File: config.mk
export PLATFORM = sky130hd
export DESIGN_NAME = sum_ctrl_sequencer
export DESIGN_NICKNAME = d
export VERILOG_FILES = /design/src/rtl/sum_ctrl_pkg.sv /design/src/rtl/sum_ctrl_sequencer.sv
export SDC_FILE = /design/constraint.sdc
export NUM_CORES = 1
export LEC_CHECK = 0
export BUFFER_PORTS_ARGS = -buffer_cell sky130_fd_sc_hd__buf_2
export CAP_MARGIN = 0
export CORE_MARGIN = 2
export CORE_UTILIZATION = 41
export CTS_BUF_LIST = sky130_fd_sc_hd__clkbuf_8
export DETAILED_ROUTE_END_ITERATION = 8
export PLACE_DENSITY = 0.68
export SYNTH_ARGS = -nofsm -noshare
export SYNTH_HDL_FRONTEND = slang
export SYNTH_SLANG_ARGS = --single-unit
File: constraint.sdc
create_clock -name CLK -period 3.5 [get_ports CLK]
set_input_delay 0.525 -clock CLK [delete_from_list [all_inputs] [get_ports CLK]]
set_output_delay 0.525 -clock CLK [all_outputs]
set_load 0.02 [all_outputs]
File: src/rtl/sum_ctrl_pkg.sv
// Shared types and constants for the CoRAM sum control sequencer.
package sum_ctrl_pkg;

    // Sequencer states, from command fetch through response.
    typedef enum logic [2:0] {
        IDLE,
        GET_LEN,
        READ,
        DRAIN,
        WRITE,
        RESP
    } state_t;

    // Position of each word within a two-word command.
    localparam int CMD_ADDR = 0;
    localparam int CMD_LEN  = 1;

endpackage

File: src/rtl/sum_ctrl_sequencer.sv
// Command-driven sequencer: pops (start, count) from the thread channel,
// sums count words from the single-port memory, writes the sum just past
// the block and returns it to the thread.
module sum_ctrl_sequencer #(
    parameter int W_A   = 13,
    parameter int W_D   = 32,
    parameter int W_CNT = 16
) (
    input  logic             CLK,
    input  logic             RST_N,
    output logic [W_A-1:0]   mem_addr,
    output logic [W_D-1:0]   mem_d,
    output logic             mem_we,
    input  logic [W_D-1:0]   mem_q,
    output logic [W_D-1:0]   comm_d,
    output logic             comm_enq,
    input  logic             comm_full,
    input  logic [W_D-1:0]   comm_q,
    output logic             comm_deq,
    input  logic             comm_empty,
    output logic             busy,
    output logic [W_CNT-1:0] done_count
);

    import sum_ctrl_pkg::*;

    state_t             state_q;
    state_t             state_d;
    logic [W_A-1:0]     start_q;
    logic [W_A-1:0]     n_q;
    logic [W_A-1:0]     ptr_q;
    logic [W_A-1:0]     rem_q;
    logic [W_D-1:0]     acc_q;
    logic               rd_valid_q;
    logic [W_CNT-1:0]   done_count_q;
    logic [W_A-1:0]     cmd_field;

    // Only the low address bits of a command word carry meaning.
    assign cmd_field = comm_q[W_A-1:0];

    logic unused_cmd_hi;
    assign unused_cmd_hi = &{1'b0, comm_q[W_D-1:W_A]};

    assign busy       = (state_q != IDLE);
    assign done_count = done_count_q;

    // Next-state and output decode; handshakes are held off during reset
    // so no command word is consumed while the block is being cleared.
    always_comb begin
        state_d  = state_q;
        mem_addr = '0;
        mem_d    = '0;
        mem_we   = 1'b0;
        comm_d   = '0;
        comm_deq = 1'b0;
        comm_enq = 1'b0;
        case (state_q)
            IDLE: begin
                if (!comm_empty && RST_N) begin
                    comm_deq = 1'b1;
                    state_d  = GET_LEN;
                end
            end
            GET_LEN: begin
                if (!comm_empty && RST_N) begin
                    comm_deq = 1'b1;
                    state_d  = (cmd_field == '0) ? WRITE : READ;
                end
            end
            READ: begin
                mem_addr = ptr_q;
                if (rem_q == W_A'(1)) begin
                    state_d = DRAIN;
                end
            end
            DRAIN: begin
                state_d = WRITE;
            end
            WRITE: begin
                mem_addr = start_q + n_q;
                mem_d    = acc_q;
                mem_we   = 1'b1;
                state_d  = RESP;
            end
            RESP: begin
                comm_d = acc_q;
                if (!comm_full && RST_N) begin
                    comm_enq = 1'b1;
                    state_d  = IDLE;
                end
            end
            default: begin
                state_d = IDLE;
            end
        endcase
    end

    // State register.
    always_ff @(posedge CLK) begin
        if (!RST_N) begin
            state_q <= IDLE;
        end else begin
            state_q <= state_d;
        end
    end

    // Command capture, read pointer, accumulator and completion counter.
    always_ff @(posedge CLK) begin
        if (!RST_N) begin
            start_q      <= '0;
            n_q          <= '0;
            ptr_q        <= '0;
            rem_q        <= '0;
            acc_q        <= '0;
            rd_valid_q   <= 1'b0;
            done_count_q <= '0;
        end else begin
            rd_valid_q <= (state_q == READ);
            if (rd_valid_q) begin
                acc_q <= acc_q + mem_q;
            end
            case (state_q)
                IDLE: begin
                    if (comm_deq) begin
                        start_q <= cmd_field;
                    end
                end
                GET_LEN: begin
                    if (comm_deq) begin
                        n_q   <= cmd_field;
                        rem_q <= cmd_field;
                        ptr_q <= start_q;
                        acc_q <= '0;
                    end
                end
                READ: begin
                    ptr_q <= ptr_q + W_A'(1);
                    rem_q <= rem_q - W_A'(1);
                end
                RESP: begin
                    if (comm_enq) begin
                        done_count_q <= done_count_q + W_CNT'(1);
                    end
                end
                default: begin
                end
            endcase
        end
    end

endmodule

==> results of run 1 <==
==> cells in the final DEF, fill, tap and decap left out, types with 4 or more instances in the layout <==
master    instances
xor2_1           14
ha_1             47
a311oi_1          4
clkbuf_8          9
a211oi_1         11
and3_1           12
nor4_1            5
o21a_1            7
a22o_1            8
and2_1           83
nand3_1          32
a21boi_1          5
nand2_1          95
nand4_1           8
o211a_1           4
a41oi_1           5
a21boi_0         10
o211ai_1          4
buf_4            10
a222oi_1          5
nand2b_1         11
buf_2           145
a21oi_1          58
mux2i_1          24
or3_1            12
nor2_1           62
a31oi_1           9
nor3_1           16
nor2b_1          11
o21ai_0          69
nand3b_1          8
dfxtp_1         102
inv_1            15
a21o_1           21
o21bai_1          6
xnor2_1          27
==> cells in the mapped netlist (16+ instances only) <==
cell      count
nand2_1      95
nand3_1      32
mux2i_1      24
a21oi_1      59
ha_1         47
dfxtp_1     104
xnor2_1      27
a21o_1       21
and2_1       83
clkbuf_1     29
o21ai_0      69
nor2_1       62
nor3_1       16
==> report_power, final <==
part	switching [mW]	internal [mW]	total (mW)
combinational	0.240	0.169	0.409
clock	0.448	0.331	0.779
sequential	0.0520	1.23	1.28
total	0.740	1.73	2.47
==> worst max-delay path: stages, from the launching register on <==
cell and delay, ns:
dfxtp_2 0.38, ha_1 0.18, inv_1 0.06, fa_2 0.35, nor2b_1 0.12, o21a_1 0.14, o21ai_1 0.11, a21o_1 0.23
a21oi_2 0.17, nor3_1 0.10, o21a_1 0.19, a211o_1 0.26, buf_2 0.16
==> per-layer routing <==
metal  vias up  track usage [%]
li1       3487                -
met1      3143            26.65
met2       177            31.85
met3        23            3.020
met4         0            6.713
met5         -                0
==> layout make-up <==
class | instances | area, µm² | area share [%]
diodes | 2 | 5.005 | 0.06060
inverters | 17 | 63.81 | 0.7726
clock buffers | 9 | 123.9 | 1.500
flip-flops and latches | 104 | 2085 | 25.24
well taps | 225 | 281.5 | 3.409
multi-input cells | 737 | 4830 | 58.48
clock inverters | 7 | 70.07 | 0.8484
repair buffers | 155 | 800.8 | 9.696
==> state kept, by name (all words and copies together), names as in the netlist <==
register	cells
start_q	13
rd_valid_q	1
state_q	3
ptr_q	13
rem_q	13
acc_q	32
n_q	13
done_count	16
==> kinds of logic after synthesis <==
group	after synthesis	synth area share [%]
xor+xnor	41	5.032
mux	24	3.366
simple gates	374	27.38
fa+ha+maj	49	8.801
flops	104	29.17
buf+inv	61	3.349
compound gates	249	22.90
==> timing repair <==
item	4_1_cts	5_1_grt
pin swaps	0	0
resized for setup	1	3
setup endpoints to repair	1	2
==> stage by stage <==
| stage | total power [mW] | setup slack (ns) | hold slack (ns) |
|---|---|---|---|
| finish | 2.469 | 0.1318 | 0.3723 |
| global route | 2.607 | 0.02959 | 0.3627 |
| CTS | 2.488 | 0.05042 | 0.3515 |
| detailed placement | 1.710 | 0.4662 | 0.4535 |
| global placement | 1.704 | 0.5079 | 0.4498 |
| floorplan | 1.587 | 0.6843 | 0.4262 |
==> final timing paths <==
kind / to / depth (start not counted) / slack, ns / from
setup reg to reg: acc_q[28] / 10 / 0.73 / acc_q[0]
hold reg to reg: n_q[11] / 2 / 0.47 / n_q[11]
hold / removal: start_q[8] / 3 / 0.37 / comm_q[8]
setup / recovery: mem_addr[12] / 12 / 0.13 / start_q[0]
==> results.sh, run 1 <==
export IMPL_finalSetupViolCount=0
export IMPL_fmax_ghz=0.2969
export IMPL_rows=48
export IMPL_finalCritPeriodShare_pct=96.24
export IMPL_die_h_um=135.9
export IMPL_stdcell_count=1256
export IMPL_area_growth_pct=15.73
export IMPL_hold_path_class="primary input to register"
export IMPL_ys_seq_elements=104
export IMPL_relSlewSlack_pct=24.36
export IMPL_maxCapViolations=0
export IMPL_wire_per_inst_um=14.66
export IMPL_power_density_mw_per_mm2=298.9
export IMPL_num_nets_final=1141
export IMPL_first_iter_violations=447
export IMPL_min_period_ns=3.368
export IMPL_synth_area_per_cell_um2=7.912
export IMPL_gp_congestion=0.8810
export IMPL_cts_made_buffers=9
export IMPL_syn_inst=902
export IMPL_hold_violations=0
export IMPL_start_util_pct=41.55
export IMPL_timing_final_max_slew_violations=0
export IMPL_cp_data_required_time_ns=2.97
export IMPL_endpoint_kind="output pin"
export IMPL_cp_data_arrival_time_ns=2.84
export IMPL_cts_setup_buffers=0
export IMPL_yosysWarnings=0
export IMPL_post_place_cells=1238
export IMPL_grt_max_degree=66
export IMPL_wl_met2_um=8230
export IMPL_synth_top_cell_area_share_pct=29.17
export IMPL_yosys_top_cells_area="dfxtp_1 29%, ha_1 8.2%, and2_1 7.3%"
export IMPL_drive_gt1_share_pct=18.37
export IMPL_synth_async_reset_ratio_pct=0
export IMPL_fin_area_mm2=0.008259
export IMPL_vias=6830
export IMPL_grt_pass1_wl_um=29480
export IMPL_cts_buffer_depth=2
export IMPL_clock_sinks=104
export IMPL_die_area_mm2=0.01848
export IMPL_yosys_area_top_type="dfxtp_1"
export IMPL_cts_tree="done"
export IMPL_nFillCells=1715
export IMPL_io_buffers=145
export IMPL_leakagePower_nw=3.812
export IMPL_synth_main_ff_cell="dfxtp_1"
export IMPL_synth_nets=1019
export IMPL_cts_htree_levels=3
export IMPL_met3_length_um=790
export IMPL_tns_ns=0
export IMPL_synth_yosys_seq_area_share_pct=29.17
export IMPL_clk_pin_slew_worst_paths_ns=0.11
export IMPL_rsz0062_at_grt="false"
export IMPL_grt_pass1_vias=6039
export IMPL_post_route_util_pct=48.08
export IMPL_fp_dieW_um=135.9
export IMPL_fin_skew_ns=0.01603
export IMPL_startpoint_type="register"
export IMPL_drt_wl_total_um=18410
export IMPL_cts_root_buffer="clkbuf_8"
export IMPL_ctsHoldBuffers=0
export IMPL_status="complete, no violations"
export IMPL_antenna_found_initial=2
export IMPL_wl_met1_um=9043
export IMPL_placed_area_mm2=0.008045
export IMPL_path_max_fanout=4
export IMPL_firstDrtPassIters=5
export IMPL_grt_usage_pct=19.66
export IMPL_core_mm2=0.01718
export IMPL_clk_latency_ns=0.39
export IMPL_synth_distinct_cells=67
export IMPL_grt_remaining_overflow=0
export IMPL_drc=0
export IMPL_vdd_drop_max_mv=0.2306
export IMPL_path_class="register to output pin"
export IMPL_topRoutingLayerUsed="met4"
export IMPL_syn_area_mm2=0.007137
export IMPL_synth_edff_count=0
export IMPL_io_pins=165
export IMPL_tightest_slew_ns=1.135
export IMPL_vias_per_cell=5.438
export IMPL_ant_nets=0
export IMPL_post_dp_hpwl_um=13590
Power figures use the tool's default switching activity.
==> run 2, diff against run 1 <==
--- a/config.mk
+++ b/config.mk
@@ -11,7 +11,7 @@
 export CORE_UTILIZATION = 41
 export CTS_BUF_LIST = sky130_fd_sc_hd__clkbuf_8
 export DETAILED_ROUTE_END_ITERATION = 8
-export PLACE_DENSITY = 0.68
+export PLACE_DENSITY = 0.73
 export SYNTH_ARGS = -nofsm -noshare
 export SYNTH_HDL_FRONTEND = slang
 export SYNTH_SLANG_ARGS = --single-unit
==> results.sh, run 2 (synthesis gave the netlist of run 1 again) <==
export IMPL_timing_final_max_slew_violations=0
export IMPL_area_growth_pct=16.39
export IMPL_post_route_util_pct=48.36
export IMPL_num_nets_final=1144
export IMPL_core_mm2=0.01718
export IMPL_worstHoldEndpoint="start_q[8]"
export IMPL_grt_pass1_wl_um=29720
export IMPL_startpoint_type="register"
export IMPL_cts_tree="done"
export IMPL_cts_buffer_depth=2
export IMPL_fin_area_mm2=0.008307
export IMPL_drive_gt1_share_pct=18.90
export IMPL_io_pins=165
export IMPL_first_iter_violations=391
export IMPL_vias_per_cell=5.447
export IMPL_power_density_mw_per_mm2=302.7
export IMPL_vias=6852
export IMPL_cts_htree_levels=3
export IMPL_r2r_start="acc_q[0]"
export IMPL_die_area_mm2=0.01848
export IMPL_tightest_slew_ns=1.115
export IMPL_grt_remaining_overflow=0
export IMPL_firstDrtPassIters=6
export IMPL_final_cell_mix="145 x buf_2, 101 x dfxtp_1, 95 x nand2_1"
export IMPL_layout_commonest_cell="buf_2"
export IMPL_rows=48
export IMPL_fmax_ghz=0.2974
export IMPL_r2r_cells=10
export IMPL_io_buffers=145
export IMPL_fin_skew_ns=0.01977
export IMPL_grt_max_degree=67
export IMPL_hold_slack_ns=0.3542
export IMPL_hold_path_depth=3
export IMPL_clock_sinks=104
export IMPL_pwr_share_seq_pct=50.9
export IMPL_cp_data_required_time_ns=2.97
export IMPL_endpoint_kind="output pin"
export IMPL_finalCritPeriodShare_pct=96.07
export IMPL_post_dp_hpwl_um=13530
export IMPL_clk_latency_ns=0.39
export IMPL_rsz0062_at_grt="true"
export IMPL_clk_pin_slew_worst_paths_ns=0.11
export IMPL_largest_reg_flops=32
export IMPL_relSlewSlack_pct=25.69
export IMPL_largest_register="acc_q"
export IMPL_start_util_pct=41.55
export IMPL_p_sw_uw=767.2
export IMPL_stdcell_count=1258
export IMPL_cts_made_buffers=9
export IMPL_p_sw_share_pct=30.51
export IMPL_finalSetupViolCount=0
export IMPL_min_period_ns=3.363
export IMPL_combPwrFrac_pct=16.4
export IMPL_drt_wl_total_um=18400
export IMPL_vdd_drop_max_mv=0.2575
export IMPL_grt_pass1_vias=5887
export IMPL_min_from="comm_q[8]"
export IMPL_maxCapViolations=0
export IMPL_path_max_fanout=3
export IMPL_ant_nets=0
export IMPL_status="complete, no violations"
export IMPL_internal_power_mw=1.748
export IMPL_placed_area_mm2=0.008060
export IMPL_path_class="register to output pin"
export IMPL_multiInputGateArea_mm2=0.004842
export IMPL_r2r_slack_ns=0.74
export IMPL_leakagePower_nw=3.837
export IMPL_gp_congestion=0.9144
export IMPL_ctsHoldBuffers=0
export IMPL_r2r_end="acc_q[28]"
export IMPL_post_place_cells=1240
export IMPL_wire_per_inst_um=14.63
export IMPL_drc=0
export IMPL_hold_violations=0
export IMPL_die_h_um=135.9
export IMPL_cts_root_buffer="clkbuf_8"
export IMPL_antenna_found_initial=1
export IMPL_grt_usage_pct=19.94
export IMPL_register_area_mm2=0.002086
export IMPL_hold_path_class="primary input to register"
export IMPL_cp_data_arrival_time_ns=2.84
export IMPL_fp_dieW_um=135.9
export IMPL_clkPwrFrac_pct=32.6
export IMPL_nFillCells=1703
## run 2: cell types whose count changed in the layout (fill, tap and decap cells not counted), sizes merged
cell	previous run	this run
buf	155	158
clkinv	4	1
inv	18	22
diode	2	1
clkinvlp	1	0
## run 2: how the worst max path moves through the flow
| stage | start | cells after the start | end |
|---|---|---|---|
| floorplan | start_q[0] | 11 | mem_addr[10] |
| global placement | start_q[0] | 12 | mem_addr[12] |
| detailed placement | start_q[0] | 12 | mem_addr[12] |
| CTS | start_q[0] | 12 | mem_addr[12] |
| global route | start_q[1] | 10 | mem_addr[11] |
| finish | start_q[0] | 12 | mem_addr[12] |
## run 2: area by class of cell
class / instances / area share (%)
Tap cell: 225 / 3.389
Inverter: 17 / 0.7682
Antenna cell: 1 / 0.03013
Timing Repair Buffer: 158 / 9.911
Clock buffer: 9 / 1.491
Clock inverter: 7 / 1.009
Multi-Input combinational cell: 737 / 58.29
Sequential cell: 104 / 25.11
## run 2: repair_timing
| action | in CTS | in global routing |
|---|---|---|
| resized for setup | 1 | 6 |
| buffers inserted | 0 | 1 |
| endpoints found under the setup margin | 1 | 3 |
| pin swaps | 0 | 2 |
## run 2: metrics by stage
step / TNS (ns) / setup WS, ns / power [mW]
after floorplan: 0 / 0.6843 / 1.587
after global placement: 0 / 0.4597 / 1.703
after detailed placement: 0 / 0.4494 / 1.713
after CTS: 0 / 0.03329 / 2.544
after global routing: -0.1076 / -0.08707 / 2.656
final: 0 / 0.1375 / 2.515
## run 2: metal layers
metal	GRT usage, %	vias to the layer above	wire length (µm)
met5	0	-	0
met4	5.729	0	378
met3	3.840	27	1124
met2	31.71	204	8325
met1	27.48	3131	8571
li1	-	3490	-
## run 2: power by group through the flow
stage | combinational [mW] | clock [mW] | sequential, mW
after floorplan | 0.303 | 0 | 1.28
after global placement | 0.398 | 0 | 1.30
after detailed placement | 0.407 | 0 | 1.31
after CTS | 0.409 | 0.856 | 1.28
after global routing | 0.464 | 0.904 | 1.29
final | 0.414 | 0.821 | 1.28
## run 2: worst max-delay path, cell delays in order (launching register included)
cell and delay (ns):
dfxtp_2 0.37, ha_1 0.17, inv_1 0.05, fa_1 0.39, nor2b_1 0.13, o21a_1 0.16
o21ai_2 0.09, a21o_1 0.20, a21oi_2 0.18, nor3_2 0.08, o21a_1 0.18, a211o_1 0.28
buf_2 0.17
